## config.mk

```make
export PLATFORM = sky130hd
export DESIGN_NAME = online_digit_loader
export DESIGN_NICKNAME = d
export VERILOG_FILES = /design/src/rtl/online_digit_loader.sv
export SDC_FILE = /design/constraint.sdc
export NUM_CORES = 1
export LEC_CHECK = 0
export BUFFER_PORTS_ARGS = -buffer_cell sky130_fd_sc_hd__buf_2
export CAP_MARGIN = 0
export CORE_ASPECT_RATIO = 1.2
export CORE_MARGIN = 1.5
export CORE_UTILIZATION = 53
export DETAILED_ROUTE_END_ITERATION = 10
export GPL_TIMING_DRIVEN = 0
export PLACE_DENSITY_LB_ADDON = 0.2
export SYNTH_ARGS = -nofsm -noshare
export SYNTH_HDL_FRONTEND = slang
export SYNTH_SLANG_ARGS = --single-unit
```

## constraint.sdc

```tcl
create_clock -name clk -period 2.6 [get_ports clk]
set_clock_uncertainty 0.1 [all_clocks]
set_input_delay 0.52 -clock clk [delete_from_list [all_inputs] [get_ports clk]]
set_output_delay 0.52 -clock clk [all_outputs]
set_load 0.01 [all_outputs]
```

## src/rtl/online_digit_loader.sv

```systemverilog
// Accepts signed-digit pairs (x, y) over a valid/ready handshake and replays them
// one per cycle as write strobes, with nibble and word addressing, to a packing RAM stage.
module online_digit_loader #(
    parameter int unsigned MAX_WORDS = 127
) (
    input  logic       clk,
    input  logic       rst_n,
    input  logic       start,
    input  logic [6:0] num_words,
    input  logic       in_valid,
    input  logic [1:0] x_digit,
    input  logic [1:0] y_digit,
    output logic       in_ready,
    output logic [1:0] x_input,
    output logic [1:0] y_input,
    output logic       we,
    output logic [8:0] cnt,
    output logic [6:0] computation_cycles,
    output logic       busy,
    output logic       done,
    output logic       err
);

    typedef enum logic [1:0] {IDLE, LOAD, DRAIN, DONE} state_t;

    localparam logic [6:0] MAX_W7 = 7'(MAX_WORDS);

    state_t     state_q, state_d;
    logic [8:0] total_q, total_d;
    logic [8:0] acc_q, acc_d;
    logic [8:0] cnt_q, cnt_d;
    logic [1:0] x_q, x_d;
    logic [1:0] y_q, y_d;
    logic       we_q, we_d;
    logic       err_q, err_d;
    logic [6:0] words_clamped;

    // Digit code 11 is not a valid signed digit; it is passed on as zero.
    function automatic logic [1:0] legal_digit(input logic [1:0] d);
        return (d == 2'b11) ? 2'b00 : d;
    endfunction

    assign words_clamped = (num_words > MAX_W7) ? MAX_W7 : num_words;

    always_ff @(posedge clk or negedge rst_n) begin
        if (!rst_n) begin
            state_q <= IDLE;
            total_q <= '0;
            acc_q   <= '0;
            cnt_q   <= '0;
            x_q     <= '0;
            y_q     <= '0;
            we_q    <= 1'b0;
            err_q   <= 1'b0;
        end else begin
            state_q <= state_d;
            total_q <= total_d;
            acc_q   <= acc_d;
            cnt_q   <= cnt_d;
            x_q     <= x_d;
            y_q     <= y_d;
            we_q    <= we_d;
            err_q   <= err_d;
        end
    end

    always_comb begin
        state_d = state_q;
        total_d = total_q;
        acc_d   = acc_q;
        cnt_d   = cnt_q;
        x_d     = x_q;
        y_d     = y_q;
        we_d    = 1'b0;
        err_d   = err_q;
        case (state_q)
            IDLE: begin
                if (start && (num_words != 7'd0)) begin
                    state_d = LOAD;
                    total_d = {words_clamped, 2'b00};
                    acc_d   = '0;
                    cnt_d   = '0;
                    err_d   = 1'b0;
                end
            end
            LOAD: begin
                if (in_valid) begin
                    x_d   = legal_digit(x_digit);
                    y_d   = legal_digit(y_digit);
                    cnt_d = acc_q;
                    we_d  = 1'b1;
                    acc_d = acc_q + 9'd1;
                    if ((x_digit == 2'b11) || (y_digit == 2'b11)) begin
                        err_d = 1'b1;
                    end
                    // The final write is still in flight; DRAIN carries it out.
                    if ((acc_q + 9'd1) == total_q) begin
                        state_d = DRAIN;
                    end
                end
            end
            DRAIN:   state_d = DONE;
            DONE:    state_d = IDLE;
            default: state_d = IDLE;
        endcase
    end

    assign in_ready           = (state_q == LOAD);
    assign busy               = (state_q == LOAD) || (state_q == DRAIN);
    assign done               = (state_q == DONE);
    assign we                 = we_q;
    assign cnt                = cnt_q;
    assign computation_cycles = cnt_q[8:2];
    assign x_input            = x_q;
    assign y_input            = y_q;
    assign err                = err_q;

endmodule
```

# Yosys cells after proc, flatten, opt, wreduce, memory -nomap -nowiden

Index checks and enable logic that the tools add are counted.

Word-level logic and storage cells: 49
Input port bits: 15
Flip-flop bits (word level): 33
Output and inout bits: 25

Magnitude comparators: 1
Equality and inequality tests: 10
Add/sub/neg operators: 1
Muxes and demuxes: 18
Reduce and logical (&&, ||, !) cells: 11

Operators with widths:

| kind                                                                     | number |
|---|---|
| 9-bit one-hot mux with 2 select lines                                    | 2 |
| 9-bit two-way mux                                                        | 3 |
| 2-bit two-way mux                                                        | 5 |
| 9-bit by 1-bit adder with 9-bit output (second input constant)           | 1 |
| 9-bit equality test                                                      | 1 |
| 2-bit equality test (second input constant)                              | 4 |
| 2-bit one-hot mux with 4 select lines                                    | 1 |
| 7-bit > comparator (second input constant)                               | 1 |
| 7-bit two-way mux                                                        | 1 |
| 7-bit nonzero test                                                       | 1 |
| 3-bit AND reduction                                                      | 2 |
| 1-bit two-way mux                                                        | 5 |
| 2-bit by 1-bit inequality test with 1-bit output (second input constant) | 2 |
| 2-bit inequality test (second input constant)                            | 2 |
| 2-bit AND reduction                                                      | 2 |
| 4-bit AND reduction                                                      | 1 |
| 2-bit by 1-bit equality test with 1-bit output (second input constant)   | 1 |
| 2-bit zero test                                                          | 1 |
| 1-bit logical OR                                                         | 2 |
| 1-bit one-hot mux with 2 select lines                                    | 1 |
| 2-bit nonzero test                                                       | 1 |
| 1-bit logical AND                                                        | 1 |

# Depth between registers and ports, before layout

Gate-level depths: netlist (run 1).

Depth after elaboration: 5
Depth in mapped cells: 9
Mapped depth without buffers: 7

# Least setup slack after synthesis (run 1)

No wires, ideal clock.

Path type: input to register
Start: in num_words[4]
End: reg state_q[1]
Path slack: 305 ps
Buffers on the path: 0
Data arrival time: 2068 ps
Data required time: 2372 ps
Setup time: 128 ps
Stages: 6
Path through: or4_4 > o41ai_4 > and2_4 > nor3_2 > a31oi_4 > mux2_1

Longest elaborated chain between the ends: 4

RTL lines:

| element                                | RTL line | source |
|---|---|---|
| start, declared                        | 9        | `input logic [6:0] num_words,` |
| 7-bit nonzero test                     | 78       | `if (start && (num_words != 7'd0)) begin` |
| 1-bit logical AND                      | 78       |  |
| 2-bit inequality test (no source line) | -        |  |
| 3-bit AND reduction (no source line)   | -        |  |
| end signal, assigned                   | 56       | `state_q <= state_d;` |
| end, declared                          | 28       | `state_t state_q, state_d;` |

No other way between the ends.
A chain may end at the register's enable or synchronous reset.

# Worst setup path in the final report (run 1)

Start: reg acc_q[0]
End: reg state_q[1]

Longest elaborated chain between the ends: 4

RTL lines:

| element                                                           | RTL line | source |
|---|---|---|
| start, declared                                                   | 30       | `logic [8:0] acc_q, acc_d;` |
| start signal, assigned                                            | 49       | `acc_q <= '0;` |
| start signal, assigned                                            | 58       | `acc_q <= acc_d;` |
| 9-bit by 1-bit adder with 9-bit output                            | 97       | `if ((acc_q + 9'd1) == total_q) begin` |
| 9-bit equality test                                               | 97       |  |
| 2-bit by 1-bit inequality test with 1-bit output (no source line) | -        |  |
| 3-bit AND reduction (no source line)                              | -        |  |

No other way between the ends.

==> summary.txt, run 1 <==
Outcome
  • Status: finished clean

Synthesis
  • Mux cell area share after synthesis: 5.65%
  • Mapped Cells: 162
  • Synthesized flop and latch total: 33
  • Area share of xor/xnor cells in the synthesized design: 4.45%
  • Yosys top cell area share: 46.6%
  • Synth top area cells: dfrtp_1, a22o_1, mux2_2, ha_1, o21ai_2
  • Yosys top cell by area: dfrtp_1
  • Simple-gate area share of the yosys netlist: 13.2%
  • Syn. warnings: 0
  • Sequential area share after synthesis: between 40% and 50%
  • Ys flop type: dfrtp_1
  • Async SR Flop Fraction: between 90% and 100%
  • Synth Net Count: between 150 and 200
  • Synth Area in Compound Gates: 18.5%
  • Avg Cell Area, Syn: 10.9 sq um
  • Post-synth EDFFs: 0
  • Distinct cells, synth: just over 40
  • Synth Cell Area: 1770 sq um
  • Largest family of logic cells by synthesized area: compound AO/OA/AOI/OAI gates
  • Adder-Cell Fraction of Synth Area: just over 4%

Detailed routing
  • Pre-antenna DRT Iters: 4
  • Drt total wl: 3270 microns
  • DRC: 0
  • Routed vias/inst: 5.50
  • Vias: 1347
  • Routed Antenna Nets: 0
  • WL/cell: 13.3 microns
  • Initial drt markers: 29

Run
  • Maxcap violations: 0

Hold path
  • Hold WC Path Type: in -> async

Floorplan
  • Core Region: about 3100 sq um
  • Die ar.: 3700 sq um
  • Height of the die: around 66 microns
  • I/O Pins: 40
  • Row count: 22
  • Die X-Extent: 55.8 microns
  • Initial Util: 56.5%

Critical path
  • Crit Path Category: reg -> reg
  • Critical Path Start Type: register
  • Reg2reg setup slack: 310 ps
  • Worst path cell trace: ha_1, and3_1, o2111ai_1, a221o_1, nor3_2, a31oi_4, mux2_1
  • WP data required: 2730 ps
  • Slowest stage cell on the critical path: dfrtp_1
  • CP Depth: 7
  • CP endpoint kind: register
  • Worst r2r dst: state_q[1]
  • CP peak stage delay: 430 ps
  • Worst reg2reg startpoint: acc_q[0]
  • Worst Reg2Reg Path Length in Cells: 7
  • WP data arrival: 2420 ps
  • Worst Setup EP: state_q[1]
  • Worst Path Buf+Inv: 0
  • Worst Setup SP: acc_q[0]
  • CP delay by family, top: compound AO/OA/AOI/OAI gates
  • Max FO, Critical Path: 6

CTS
  • Clock Sinks: 33
  • Post-cts sizing count: 0
  • Clk buf depth: 2
  • Hold-fix buffers, CTS: 0
  • Clock latency on the worst-skew pair: 340 ps
  • Clk pin slew, worst setup/hold paths: between 100 and 150 ps
  • Post CTS Setup Buffer Count: 0
  • CTS root buffer: clkbuf_4
  • CTS tree: yes
  • H-tree depth: 2
  • Num CTS Buffers: 5

Global route
  • Number of antenna violations at the first check in global routing: 0
  • Largest net degree at the start of global routing: 34
  • Global-route wire length before repair: 5840 microns
  • Vias in the first global route: 1283
  • GRT Total Usage: 20.9%
  • Grt ovf: 0

Timing
  • Final TNS setup: 0 ps
  • Fin crit period: 2290 ps
  • Final setup fails: 0
  • Rel. slew slack: 52.5%
  • Worst Max-Slew Pin Slew: 712 ps
  • Slew Viols, Final: 0
  • Max Freq: around 440 MHz
  • RSZ-0062 raised after global routing: false
  • Tcrit/Tclk final: 88.1%
  • Hold Vio Cnt, Final: 0

Layout
  • # nets final: 228
  • Most common cell after layout, fill and taps aside: buf_2
  • Filler cells: 266
  • Ant. Diodes: 0
  • Area growth, synth to finish: 16.7%
  • Commonest non-fill, non-tap cells in the layout: buf_2, dfrtp_1, nand2_1
  • Design Area, Final: 2070 sq um
  • Share of cells above drive strength 1: 39.2%

Power
  • Pleak: 1.05 nW
  • Max VDD drop: 0.594 mV
  • Power Density: 887 nW/um^2
  • Post-route total power: 0.00183 W

Place
  • Port Buf Inserts: 39
  • Placer congestion estimate: 0.759
  • Detailed placement HPWL: 2550 microns
  • Area post-placement: slightly above 2000 sq um
[per-layer routing]
layer  vias up  part of all wire, %  GRT usage [%]
li1        657                    -              -
met1       636                   41           23.3
met2        44                   51           36.5
met3        10                  5.2           5.87
met4         0                  2.8           10.4
met5         -                    0              0
[sequential cells by signal (all words and copies together) (netlist names)]
register  flops
acc_q         9
cnt           9
total_q       7
state_q       2
x_input       2
y_input       2
err           1
we            1
[how the worst min path moves through the flow]
stage / startpoint / endpoint / slack, ps / cells past startpoint
after CTS: rst_n / acc_q[4] / 130 / 1
after detailed placement: x_input[1] / x_input[1] / 370 / 2
after global placement: y_input[1] / y_input[1] / 360 / 2
after global routing: rst_n / acc_q[6] / 160 / 1
final: rst_n / acc_q[6] / 120 / 1
after floorplan: rst_n / acc_q[0] / 120 / 0
[area by class of cell]
cell class | count | area (sq um) | area share [%]
timing repair buffer | 39 | 195 | 9.44
sequential | 33 | 826 | 39.9
buffer | 15 | 111 | 5.38
tap | 36 | 45.0 | 2.18
clock inverter | 3 | 17.5 | 0.847
multi-input combinational | 108 | 813 | 39.3
clock buffer | 5 | 37.5 | 1.81
inverter | 6 | 22.5 | 1.09
[power breakdown]
| group | switching, W | internal, W | total, W |
|---|---|---|---|
| clock network | 0.000178 | 0.000102 | 0.000280 |
| logic | 0.000432 | 0.000384 | 0.000817 |
| registers | 0.0000915 | 0.000646 | 0.000738 |
| total | 0.000702 | 0.00113 | 0.00183 |
[synth_stat cells (all sizes together) (2+ instances only)]
library cell	number
inv	6
xnor2	7
nor3	2
dfrtp	33
xor2	2
nand2b	4
nand2	12
clkbuf	2
a21oi	3
nor2	10
mux2	8
o22ai	2
and3	5
buf	13
a22o	9
o31ai	3
ha	5
and2	3
o21ai	18
[metrics by stage]
step | std cells | worst slack [ps] | utilization (%) | hold WS, ps
after global placement | 237 | 94.0 | 64.2 | 356
after global routing | 245 | 136 | 65.9 | 157
final | 245 | 310 | 65.9 | 117
after CTS | 245 | 307 | 65.9 | 131
after detailed placement | 237 | 84.5 | 64.2 | 371
after floorplan | 162 | 305 | - | 124
[cell families (layout without fill, tap and decap cells)]
logic type               count (synthesis)  in the layout
flip-flops                              33             33
XOR/XNOR                                 9              9
AND/OR/NAND/NOR                         43             43
multiplexers                             9              9
buffers and inverters                   21             68
adder cells (fa/ha/maj)                  6              6
AO/OA/AOI/OAI                           41             41
No activity file was read; power rests on OpenSTA's default activity.
==> run 2: changes to the inputs <==
ABC_AREA = 1   (was not set)
BUFFER_PORTS_ARGS = -buffer_cell sky130_fd_sc_hd__buf_4   (was -buffer_cell sky130_fd_sc_hd__buf_2)
CORE_UTILIZATION = 54   (was 53)
==> summary.txt, run 2 <==
Detailed routing
  • Routed vias/inst: 4.92 (-11%)
  • DRC: 0 (unchanged)
  • Pre-antenna DRT Iters: 4 (unchanged)
  • WL/cell: 10.3 microns (-23%)
  • Vias: 1534 (+14%)
  • Drt total wl: 3220 microns (-1.4%)
  • Initial drt markers: 28 (-3.4%)
  • Routed Antenna Nets: 0 (unchanged)

CTS
  • Hold-fix buffers, CTS: 0 (unchanged)
  • Post-cts sizing count: 0 (unchanged)
  • Clock latency on the worst-skew pair: 340 ps (about the same)
  • Clock Sinks: 33 (unchanged)
  • Num CTS Buffers: 5 (unchanged)
  • Clk pin slew, worst setup/hold paths: 100 ps (about the same)
  • H-tree depth: 2 (unchanged)
  • Clk buf depth: 2 (unchanged)
  • CTS tree: yes
  • Post CTS Setup Buffer Count: 0 (unchanged)
  • CTS root buffer: clkbuf_4

Timing
  • Slew Viols, Final: 0 (unchanged)
  • Fin crit period: 1990 ps (-302 ps)
  • Hold Vio Cnt, Final: 15 (+15)
  • Final setup fails: 0 (unchanged)
  • Tcrit/Tclk final: 76.5% (-12 points)
  • Hold_ws: -4.58 ps (-121 ps)
  • Final TNS setup: 0 ps (unchanged)
  • Worst Max-Slew Pin Slew: 402 ps (-310 ps)
  • RSZ-0062 raised after global routing: false
  • Rel. slew slack: 73.2% (+21 points)
  • Max Freq: 503 MHz (+15%)

Outcome
  • Status: finished, violations left
  • Failing checks: negative hold slack

Synthesis
  • Sequential area share after synthesis: 45.5% (-1.1 points)
  • Yosys top cell by area: dfrtp_1
  • Avg Cell Area, Syn: 7.93 sq um (-28%)
  • Synth cell count leaders: nand2_1, dfrtp_1, inv_1
  • Mapped Cells: 229 (+41%)
  • Synthesized flop and latch total: 33 (unchanged)
  • Yosys top cell area share: 45.5% (-1.1 points)
  • Synth Cell Area: 1820 sq um (+2.5%)
  • Ys flop type: dfrtp_1
  • Synth top area cells: dfrtp_1, nand2_1, nand3_1, inv_1, ha_1
  • Distinct cells, synth: 30 (-27%)
  • Async SR Flop Fraction: 100% (unchanged)
  • Synth Net Count: 249 (+37%)
  • Syn. warnings: 0 (unchanged)
  • Most frequent cell after synthesis: nand2_1
  • Post-synth EDFFs: 0 (unchanged)

Layout
  • Share of cells above drive strength 1: 28.3% (-11 points)
  • Area growth, synth to finish: 23.3%
  • Ant. Diodes: 0 (unchanged)
  • Filler cells: 276 (+3.8%)
  • # nets final: 295 (+29%)
  • Commonest non-fill, non-tap cells in the layout: nand2_1, buf_4, dfrtp_1
  • Design Area, Final: 2240 sq um (+8.3%)
  • Most common cell after layout, fill and taps aside: nand2_1

Critical path
  • CP delay by family, top: simple AND/OR/NAND/NOR gates
  • Worst path cell trace: ha_1, nand2_2, nor2_2, nand2_1, nand2_1, nand2_1, nand2_1, nand2_1, nor2_2, nand3_2, nand2_2, nand2_2, nand2_1, nand2_1
  • Critical Path Start Type: register
  • WP data required: 2740 ps (about the same)
  • Most frequent CP cell: nand2_1
  • Worst Path Buf+Inv: 0 (unchanged)
  • CP endpoint kind: register
  • Max FO, Critical Path: 6 (unchanged)
  • Crit Path Category: reg -> reg
  • Slowest stage cell on the critical path: dfrtp_1
  • WP data arrival: 2130 ps (-290 ps)
  • CP peak stage delay: 470 ps (+40 ps)

Global route
  • Number of antenna violations at the first check in global routing: 0 (unchanged)
  • Largest net degree at the start of global routing: 34 (unchanged)
  • Grt ovf: 0 (unchanged)
  • Vias in the first global route: 1420 (+11%)
  • Global-route wire length before repair: 5820 microns (-0.48%)
  • GRT Total Usage: 20.3% (-0.57 points)

Floorplan
  • Die X-Extent: 56.0 microns (+0.27%)
  • Height of the die: 66.5 microns (+0.27%)
  • Core Region: 3140 sq um (unchanged)
  • I/O Pins: 40 (unchanged)
  • Row count: 22 (unchanged)
  • Die ar.: 3720 sq um (+0.54%)
  • Initial Util: 57.9% (+1.4 points)

Place
  • Detailed placement HPWL: 2500 microns (-2.2%)
  • Port Buf Inserts: 39 (unchanged)
  • Placer congestion estimate: 0.853 (+12%)
  • Area post-placement: 2150 sq um (+7.0%)

Power
  • Pleak: 1.21 nW (+15%)
  • Max VDD drop: 0.809 mV (+36%)
  • Power Density: 828 nW/um^2 (-6.6%)

Hold path
  • Hold WC Path Type: in -> async

Run
  • Maxcap violations: 0 (unchanged)
run 2: changes by cell type after synthesis, moves of 6 or more:
cell and change:
a22o_1 -9, inv_1 +12, mux2_2 -6, nand2_1 +80
nand2_2 +7, nand3_1 +14, o21ai_2 -7, xnor2_1 -7
run 2: final cells by class:
| class | count | area [sq um] | share of cell area (%) |
|---|---|---|---|
| sequential | 33 | 826 | 36.9 |
| clock inverter | 1 | 30.0 | 1.34 |
| clock buffer | 7 | 55.1 | 2.46 |
| timing repair buffer | 39 | 293 | 13.1 |
| inverter | 21 | 78.8 | 3.52 |
| multi-input combinational | 163 | 828 | 37.0 |
| tap | 36 | 45.0 | 2.01 |
| buffer | 12 | 83.8 | 3.74 |
run 2: where the power goes:
group / internal (W) / switching (W)
combinational: 0.000307 / 0.000422
sequential: 0.000638 / 0.0000897
clock: 0.000230 / 0.000169
run 2: cells by family after synthesis:
kind of cell             Yosys count  share of synthesized area, %
multiplexers                       1                         0.620
AND/OR/NAND/NOR                  135                          33.0
buffers and inverters             33                          8.95
AO/OA/AOI/OAI                     20                          7.16
XOR/XNOR                           2                          1.38
adder cells (fa/ha/maj)            5                          3.44
flip-flops                        33                          45.5
run 2: final timing paths:
| check | start | endpoint | slack (ps) | cells after the start |
|---|---|---|---|---|
| worst max-delay path | acc_q[0] | state_q[0] | 610 | 14 |
| worst min-delay path | rst_n | y_input[0] | -5 | 1 |
| worst max register to register | acc_q[0] | state_q[0] | 610 | 14 |
| worst min register to register | cnt[1] | cnt[1] | 380 | 2 |
| max in group asynchronous | rst_n | total_q[6] | 2110 | 1 |
| min in group clk | x_digit[1] | x_input[0] | 250 | 2 |
run 2: routing by layer:
layer  share of wire [%]  GRT usage, %  vias up  routed length [microns]
li1                    -             -      803                        -
met1                  45          23.3      673                     1450
met2                  46          33.6       46                     1490
met3                 5.8          6.41       12                      187
met4                 3.1          11.6        0                      101
met5                   0             0        -                        0
run 2: metrics by stage:
step | std cells | utilization (%) | setup WS (ps) | total power, W | hold slack (ps)
6_report | 312 | 71.4 | 611 | 0.00186 | -4.58
5_1_grt | 312 | 71.4 | 413 | 0.00202 | 9.54
4_1_cts | 312 | 71.4 | 618 | 0.00188 | 0.322
3_5_place_dp | 304 | 68.7 | 591 | 0.00148 | 360
3_3_place_gp | 304 | 68.7 | 625 | 0.00146 | 354
2_1_floorplan | 229 | - | 912 | 0.00124 | 124
run 2: worst reg2reg max path, delay by kind of cell, from the launching register on:
kind	cells	cell delay (ps)
fa+ha+maj	1	270
simple gates	13	1050
flops	1	470
